$ cat src/rtl/sreg_pkg.sv
// Shared definitions for the 4-bit shift register, its downstream FIFO and their benches.
package sreg_pkg;

    // Nibble width produced by the shift register `sout`.
    localparam int SREG_DATA_W = 4;

    // Default FIFO depth; must be a power of two and at least 2.
    localparam int SREG_FIFO_DEPTH = 8;

    // Saturation value of the rejected-write counter.
    localparam logic [7:0] SREG_DROP_MAX = 8'hFF;

    // Per-edge FIFO operation, encoded as {pop, push}.
    typedef enum logic [1:0] {
        FIFO_IDLE = 2'b00,
        FIFO_PUSH = 2'b01,
        FIFO_POP  = 2'b10,
        FIFO_BOTH = 2'b11
    } fifo_op_e;

    // True when n is a power of two no smaller than 2 (legal FIFO depth).
    function automatic bit is_pow2(input int unsigned n);
        return (n >= 2) && ((n & (n - 1)) == 0);
    endfunction

endpackage

$ cat src/rtl/sreg_fifo_mem.sv
// Register-array storage for sreg_fifo: one synchronous write port, one
// asynchronous read port, no reset (contents survive a FIFO reset).
module sreg_fifo_mem
    import sreg_pkg::*;
#(
    parameter  int DATA_W = SREG_DATA_W,
    parameter  int DEPTH  = SREG_FIFO_DEPTH,
    localparam int ADDR_W = $clog2(DEPTH)
) (
    input  logic              clk,
    input  logic              we,
    input  logic [ADDR_W-1:0] waddr,
    input  logic [DATA_W-1:0] wdata,
    input  logic [ADDR_W-1:0] raddr,
    output logic [DATA_W-1:0] rdata
);

    logic [DATA_W-1:0] mem_q [DEPTH];

    // Write port: store wdata at waddr on the rising edge when enabled.
    always_ff @(posedge clk) begin
        if (we) begin
            mem_q[waddr] <= wdata;
        end
    end

    assign rdata = mem_q[raddr];

endmodule

$ cat src/rtl/sreg_fifo.sv
// First-word-fall-through FIFO buffering the shift-register nibble stream.
// Tracks occupancy, rejects writes while full and records them in a sticky
// overflow flag plus a saturating drop counter.
module sreg_fifo
    import sreg_pkg::*;
#(
    parameter  int DATA_W = SREG_DATA_W,
    parameter  int DEPTH  = SREG_FIFO_DEPTH,
    localparam int ADDR_W = $clog2(DEPTH)
) (
    input  logic              clk,
    input  logic              reset,
    input  logic [DATA_W-1:0] in_data,
    input  logic              in_valid,
    output logic              in_ready,
    output logic [DATA_W-1:0] out_data,
    output logic              out_valid,
    input  logic              out_ready,
    output logic [ADDR_W:0]   count,
    output logic              full,
    output logic              empty,
    output logic              overflow,
    input  logic              clr_ovf,
    output logic [7:0]        drop_cnt
);

    if (!is_pow2(DEPTH)) begin : g_depth_check
        $error("sreg_fifo: DEPTH must be a power of two and at least 2");
    end

    localparam logic [ADDR_W:0]   DEPTH_CNT = (ADDR_W + 1)'(DEPTH);
    localparam logic [ADDR_W:0]   CNT_ONE   = (ADDR_W + 1)'(1);
    localparam logic [ADDR_W-1:0] PTR_ONE   = ADDR_W'(1);

    logic [ADDR_W-1:0] wr_ptr_q, wr_ptr_d;
    logic [ADDR_W-1:0] rd_ptr_q, rd_ptr_d;
    logic [ADDR_W:0]   count_q,  count_d;
    logic              overflow_q, overflow_d;
    logic [7:0]        drop_q,   drop_d;
    logic [DATA_W-1:0] last_q,   last_d;

    logic              full_w;
    logic              empty_w;
    logic              push;
    logic              pop;
    logic              reject;
    logic              mem_we;
    logic [DATA_W-1:0] head;
    fifo_op_e          op;

    // Flags decode only from the registered count, so they never glitch
    // and in_ready has no path from out_ready.
    assign full_w  = (count_q == DEPTH_CNT);
    assign empty_w = (count_q == '0);

    assign push   = in_valid && !full_w;
    assign pop    = out_ready && !empty_w;
    assign reject = in_valid && full_w;
    assign op     = fifo_op_e'({pop, push});

    // Writes offered on a reset edge must not land in the array.
    assign mem_we = push && reset;

    sreg_fifo_mem #(
        .DATA_W (DATA_W),
        .DEPTH  (DEPTH)
    ) u_mem (
        .clk   (clk),
        .we    (mem_we),
        .waddr (wr_ptr_q),
        .wdata (in_data),
        .raddr (rd_ptr_q),
        .rdata (head)
    );

    // Pointer and occupancy next-state.
    always_comb begin
        wr_ptr_d = wr_ptr_q;
        rd_ptr_d = rd_ptr_q;
        count_d  = count_q;
        if (push) begin
            wr_ptr_d = wr_ptr_q + PTR_ONE;
        end
        if (pop) begin
            rd_ptr_d = rd_ptr_q + PTR_ONE;
        end
        case (op)
            FIFO_PUSH: count_d = count_q + CNT_ONE;
            FIFO_POP:  count_d = count_q - CNT_ONE;
            default:   count_d = count_q;
        endcase
    end

    // Overflow / drop-counter next-state; a same-edge rejected write beats the clear.
    always_comb begin
        overflow_d = overflow_q;
        drop_d     = drop_q;
        if (reject) begin
            overflow_d = 1'b1;
            if (clr_ovf) begin
                drop_d = 8'd1;
            end else if (drop_q != SREG_DROP_MAX) begin
                drop_d = drop_q + 8'd1;
            end
        end else if (clr_ovf) begin
            overflow_d = 1'b0;
            drop_d     = '0;
        end
    end

    // Remember each popped head so out_data can hold it once the FIFO empties;
    // the array slot under rd_ptr after the last pop is stale, not the last head.
    always_comb begin
        last_d = last_q;
        if (pop) begin
            last_d = head;
        end
    end

    // State registers with synchronous active-low reset.
    always_ff @(posedge clk) begin
        if (!reset) begin
            wr_ptr_q   <= '0;
            rd_ptr_q   <= '0;
            count_q    <= '0;
            overflow_q <= 1'b0;
            drop_q     <= '0;
            last_q     <= '0;
        end else begin
            wr_ptr_q   <= wr_ptr_d;
            rd_ptr_q   <= rd_ptr_d;
            count_q    <= count_d;
            overflow_q <= overflow_d;
            drop_q     <= drop_d;
            last_q     <= last_d;
        end
    end

    assign in_ready  = !full_w;
    assign out_valid = !empty_w;
    assign out_data  = empty_w ? last_q : head;
    assign count     = count_q;
    assign full      = full_w;
    assign empty     = empty_w;
    assign overflow  = overflow_q;
    assign drop_cnt  = drop_q;

    // Occupancy never exceeds DEPTH and always equals the pointer distance.
    a_count_range : assert property (@(posedge clk) disable iff (!reset)
        count_q <= DEPTH_CNT);
    a_ptr_dist : assert property (@(posedge clk) disable iff (!reset)
        (wr_ptr_q - rd_ptr_q) == count_q[ADDR_W-1:0]);

endmodule

$ cat config.mk
export PLATFORM = sky130hd
export DESIGN_NAME = sreg_fifo
export DESIGN_NICKNAME = d
export VERILOG_FILES = /design/src/rtl/sreg_pkg.sv /design/src/rtl/sreg_fifo_mem.sv /design/src/rtl/sreg_fifo.sv
export SDC_FILE = /design/constraint.sdc
export NUM_CORES = 1
export LEC_CHECK = 0
export ABC_AREA = 1
export CAP_MARGIN = 20
export CORE_ASPECT_RATIO = 2
export CORE_MARGIN = 2
export CORE_UTILIZATION = 30
export CTS_CLUSTER_SIZE = 20
export DETAILED_ROUTE_END_ITERATION = 10
export PLACE_DENSITY_LB_ADDON = 0.2
export SLEW_MARGIN = 25
export SYNTH_ARGS = -nofsm -noshare
export SYNTH_HDL_FRONTEND = slang
export SYNTH_HIERARCHICAL = 1
export SYNTH_SLANG_ARGS = --single-unit
$ cat constraint.sdc
create_clock -name clk -period 1.75 [get_ports clk]
set_clock_uncertainty 0.1 [all_clocks]
set_input_delay 0.35 -clock clk [delete_from_list [all_inputs] [get_ports clk]]
set_output_delay 0.35 -clock clk [all_outputs]
set_load 0.03 [all_outputs]
# --- Word level (Yosys, flattened, before mapping) ---
# Memories as Yosys holds them, arrays and structs flattened. A register that Yosys moved wholly into a read port is not among the register bits.
# Cells that the tools add are included.
totals:
  ff_bits: 23
  latchBits: 0
  ramBits: 32
  romBits: 0
  output_inout_bits: 21
  wordCells: 39
  mem_count: 1
mem_list:
  columns: ["name", "words", "word_bits", "rd", "rd_clocked_by_memory_dff", "wr", "line_no", "rtl"]
  rows:
  - ["u_mem.mem_q", 8, 4, 1, 1, 1, "sreg_fifo_mem.sv:18", "logic [DATA_W-1:0] mem_q [DEPTH];"]
op_classes:
  n_addsub: 5
  mul: 0
  div_mod_pow: 0
  magnitude_cmp: 0
  eq_ne: 4
  shift: 0
  n_mux: 12
  bitwise: 0
  n_reduce_logical: 11
op_table:
  columns: ["cell", "n"]
  rows:
  - ["$mux 8", 4]
  - ["$add 8x1->8 const B", 1]
  - ["$ne 8x8->1 const B", 1]
  - ["$pmux 4 s2", 1]
  - ["$add 3x1->3 const B", 2]
  - ["$mux 3", 2]
  - ["$reduce_bool 2->1", 3]
  - ["$add 4x1->4 const B", 1]
  - ["$eq 4x4->1 const B", 1]
  - ["$logic_and 1x1->1", 4]
  - ["$logic_not 4->1", 1]
  - ["$mux 1", 4]
  - ["$mux 4", 1]
  - ["$sub 4x1->4 const B", 1]
  - ["$eq 2x1->1 const B", 1]
  - ["$eq 2x2->1 const B", 1]
  - ["$logic_not 1->1", 2]
  - ["$reduce_and 2->1", 1]

# --- Logic depth before layout (Yosys ltp) ---
depth:
  depth_word: 6
  depth_mapped: 14
  ltp_nobuf: 14

# --- Hierarchy ---
# The synthesis kept the hierarchy.
by_module_without_submodules:
  columns: ["module", "n_inst", "cells_each", "area_each_um2"]
  rows:
  - ["sreg_fifo_mem", 1, 156, 1487.7]
  - ["sreg_fifo", 1, 190, 1306.3]

# --- Least setup slack after synthesis ---
# Ideal clock, no wire load.
synth_timing:
  kind: "register -> register"
  startpoint: "register count_q[3] (netlist: count[3])"
  endpoint: "register count_q[2] (netlist: count[2])"
  setup_ns: 0.115
  arrival_ns: 2.112
  required_ns: 1.535
  slack_ns: -0.577
  path_stages_with_launch: 14
  synth_period_minus_slack_ns: 2.327
  path_cell_list: "dfxtp_1 > inv_2 > nor2_4 > nand2_1 > nand2_2 > ha_1 > nand2_1 > inv_1 > nor2_2 > ha_1 > a21oi_1 > xnor2_1 > o21ai_0 > inv_1"
synth_between:
  elab_chain_cells: 5
  elab_cells_between_ends: 10
  cone_classes: "eq/ne: 3; mux: 1; reduce/logical: 6"
synth_rtl:
  columns: ["item", "line_no", "rtl"]
  rows:
  - ["start: declaration", "sreg_fifo.sv:37", "logic [ADDR_W:0] count_q, count_d;"]
  - ["start signal: assignment", "sreg_fifo.sv:132", "count_q <= count_d;"]
  - ["$eq 4x4->1 (*)", "sreg_fifo.sv:53", "assign full_w = (count_q == DEPTH_CNT);"]
  - ["$logic_not 1->1 (*)", null, null]
  - ["named net in_ready", "sreg_fifo.sv:15", "output logic in_ready,"]
  - ["$logic_and 1x1->1 (*)", "sreg_fifo.sv:56", "assign push = in_valid && !full_w;"]
  - ["$eq 2x2->1 / $eq 2x1->1 (equally long branches)", "sreg_fifo.sv:87", "case (op)"]
  - ["$pmux 4 s2 / $reduce_bool 2->1 (equally long branches)", null, null]
# The timed path passes the listed nets; every way through them passes the cells marked *.
# A chain may end at the register's enable or synchronous reset.

==> impl_metrics.py <==
metrics = {
    "clock_tree": {
        "cts_tree": "built",
        "insertion_delay_ps": 290,
        "cts_buffers": 5,
        "clock_sinks": 55,
        "h-tree-depth": 2,
        "cts-root-buf": "clkbuf_16",
        "cts_buffer_depth": 2,
        "clk_pin_slew_ps": 70,
        "postCtsHoldBufs": 0,
    },
    "route": {
        "vias": 2349,
        "dr.pass1.iters": 4,
        "drtIter0Drc": 109,
        "dr.max_layer_used": "met4",
        "ant_nets": 0,
        "wirelength_um": 6689,
        "met1_length_um": 2250,
        "drt_drc_violations_left": 0,
        "routed_via_density": 4.535,
        "wl_met2_um": 4109,
        "dr_wl_met3_um": 186,
        "wl_per_cell_um": 12.91,
    },
    "placed_design": {
        "dpl.cell_count": 502,
        "io_buffers": 29,
        "placed_cell_area_um2": 3447,
        "hpwl_um": 5051,
        "pre_cts_slack_ps": -381.8,
        "gp_congestion": 0.8451,
    },
    "synth": {
        "synth_top_area_frac": 0.3439,
        "ys_types": 28,
        "ys_async_sr_fraction": 0,
        "synthTopCellsByArea": "edfxtp_1 (34%), dfxtp_1 (16%), nand2_1 (12%)",
        "synth-seq-cells": 55,
        "synth_edf_count": 32,
        "ys_top_cells_by_count": "nand2_1 (90), inv_1 (66), edfxtp_1 (32)",
        "yosysTopAreaCell": "edfxtp_1",
        "synth_ff_type": "edfxtp_1",
        "syn_inst": 346,
        "syn_nets": 361,
        "yosysSeqAreaShare": 0.5087,
        "synth_warnings": 6,
        "yosysMostFrequentCell": "nand2_1",
        "syn_avg_cell_area_um2": 8.075,
        "synth.cell_area_um2": 2794,
    },
    "sta": {
        "max_freq_mhz": 514.0,
        "setup_slack_ps": -195.5,
        "timing.final.crit_share": 1.112,
        "drv_slew": 0,
        "setup_violations": 6,
        "setup-tns-final_ps": -775.6,
        "min_period_ps": 1946,
        "fin_hold_ws_ps": 358.4,
        "slew_headroom": 0.7749,
        "final_hold_viol_count": 0,
        "grt_setup_unrepaired": "yes",
        "worst_slew_pin_slew_ps": 336.3,
    },
    "cells_and_area": {
        "finalInstanceArea_um2": 3810,
        "layout.cells.non_filler": 518,
        "diodes": 0,
        "synthToLayoutAreaGrowth_pct": 36.36,
        "nets": 430,
        "drive_gt1_frac": 0.2933,
        "utilization": 0.4227,
        "num-fill-cells": 918,
    },
    "global_routing": {
        "grt_max_degree": 19,
        "grt_usage": 0.1410,
        "globalRouteOverflowTotal": 0,
        "antenna_found_initial": 0,
        "grt_pass1_wl_um": 10930,
        "grt_pass1_vias": 2387,
    },
    "worst_setup_path": {
        "worstPathMaxFanout": 16,
        "cp.required_ps": 1300,
        "r2r_end": "count[2]$_SDFFE_PN0P_",
        "path_cells": "buf_12 -> nand2_1 -> nand3_1 -> nand2_2 -> nand2_1 -> nand2_2 -> nand2_1 -> o21ai_1 -> buf_4",
        "crit_path_end_kind": "output pin",
        "criticalPathCategory": "reg -> out",
        "r2r_slack_ps": -30,
        "cp_common_cell": "nand2_1",
        "arrival_ps": 1500,
        "rr_startpoint": "count[1]$_SDFFE_PN0P_",
        "rr_worst_depth": 13,
        "cpLargestDelayFamily": "simple AND/OR/NAND/NOR gates",
        "cp-start-kind": "flop",
        "critPathBufInv": 2,
        "cpPeakStageDelay_ps": 370,
        "critPathSlowestCell": "dfxtp_4",
    },
    "floorplanning": {
        "io_pins": 30,
        "core_area_um2": 9012,
        "die-height_um": 140.5,
        "dieArea_um2": 10150,
        "start_util": 0.3100,
        "die_x_um": 72.24,
        "rows": 49,
    },
    "job": {
        "cap_viol_max_count": 0,
    },
    "worst_hold_path": {
        "hold_class": "reg -> reg",
        "min_path_cells": 2,
        "min_from": "last_q[3]$_SDFFE_PN0P_",
        "min_to": "last_q[3]$_SDFFE_PN0P_",
    },
    "run_status": {
        "violations": "negative setup slack",
        "status": "complete, but fails checks",
    },
    "power": {
        "ir_drop_mv": 0.8494,
        "power.density_nw_per_um2": 1483,
        "leakage_nw": 1.753,
        "power_mw": 5.648,
    },
}
==> power breakdown <==
| group | leakage, nW | total [mW] | switching [mW] | internal, mW |
|---|---|---|---|---|
| Sequential | 0.481 | 1.65 | 0.112 | 1.53 |
| Combinational | 1.20 | 3.00 | 1.65 | 1.35 |
| Clock | 0.0742 | 1.00 | 0.468 | 0.536 |
| Total | 1.75 | 5.65 | 2.23 | 3.42 |
==> state kept, by name (all words and copies together), names as in the netlist <==
register / flops
count: 4
drop_cnt: 8
last_q: 4
overflow: 1
rd_ptr_q: 3
u_mem/mem_q: 32
wr_ptr_q: 3
==> final cells by class <==
type / instances / area (um2) / share of cell area
clock buffers: 5 / 125.1 / 0.03284
inverters: 72 / 280.3 / 0.07356
repair buffers: 69 / 614.3 / 0.1612
flip-flops and latches: 55 / 1441 / 0.3783
clock inverters: 3 / 22.52 / 0.005911
multi-input cells: 212 / 1199 / 0.3146
well taps: 102 / 127.6 / 0.03350
==> placed cells by master (no fill, tap or decap), types with 2 or more instances in the layout <==
cell              n
nor3_1            2
nand2_2          24
inv_4             2
nor2_4            5
inv_2             5
nand2_4           3
ha_1              3
clkdlybuf4s50_1   7
a21oi_1          15
nand3_1          19
clkbuf_16         6
edfxtp_1         32
dfxtp_1          17
o21ai_2           3
and3_1            2
buf_6             7
nand3_2           9
buf_4            37
nand2_1          74
a21oi_2           2
nand4_1           2
o21ai_1           5
dfxtp_4           5
ha_4              3
nor2_1           22
o21ai_0          14
inv_1            63
dlygate4sd2_1    14
inv_6             2
==> worst reg2reg max path: stages (launching register included) <==
cell	delay (ps)
dfxtp_4	350
nor2_4	110
buf_4	140
nand2_4	50
nand2_4	80
ha_4	160
nand2_2	50
inv_2	80
nor2_4	50
ha_4	150
a21oi_2	110
xnor2_1	90
o21ai_1	120
inv_1	50
==> worst max path at each step <==
stage | from | end | slack (ps) | cells after the start
global placement | in_valid | count[2]$_SDFFE_PN0P_ | -320 | 11
CTS | rd_ptr_q[0]$_SDFFE_PN0P_ | out_data[2] | -240 | 9
global route | rd_ptr_q[0]$_SDFFE_PN0P_ | out_data[3] | -280 | 9
detailed placement | in_valid | count[2]$_SDFFE_PN0P_ | -380 | 11
floorplan | count[1]$_SDFFE_PN0P_ | count[2]$_SDFFE_PN0P_ | -70 | 13
finish | rd_ptr_q[0]$_SDFFE_PN0P_ | out_data[2] | -200 | 9
==> logic make-up (layout without fill, tap and decap cells) <==
logic type               count (synthesis)  count (layout)  synth area share
AND/OR/NAND/NOR                        164             164            0.2647
AO/OA/AOI/OAI                           40              40           0.07389
adder cells (fa/ha/maj)                  6               6           0.02687
flip-flops                              55              55            0.5087
XOR/XNOR                                 2               2          0.006271
buffers and inverters                   79             149            0.1196
==> layer usage <==
layer | up-vias | track usage
met3 | 12 | 0.02518
li1 | 1222 | -
met5 | - | 0
met2 | 39 | 0.2815
met4 | 0 | 0.07349
met1 | 1076 | 0.1248
==> what timing repair did <==
item,in CTS,in global routing
setup endpoints to repair,23,40
pin swaps,10,9
cloned,0,1
gates resized for setup,41,33
buffers inserted,6,2
(Power assumes the default switching activity.)
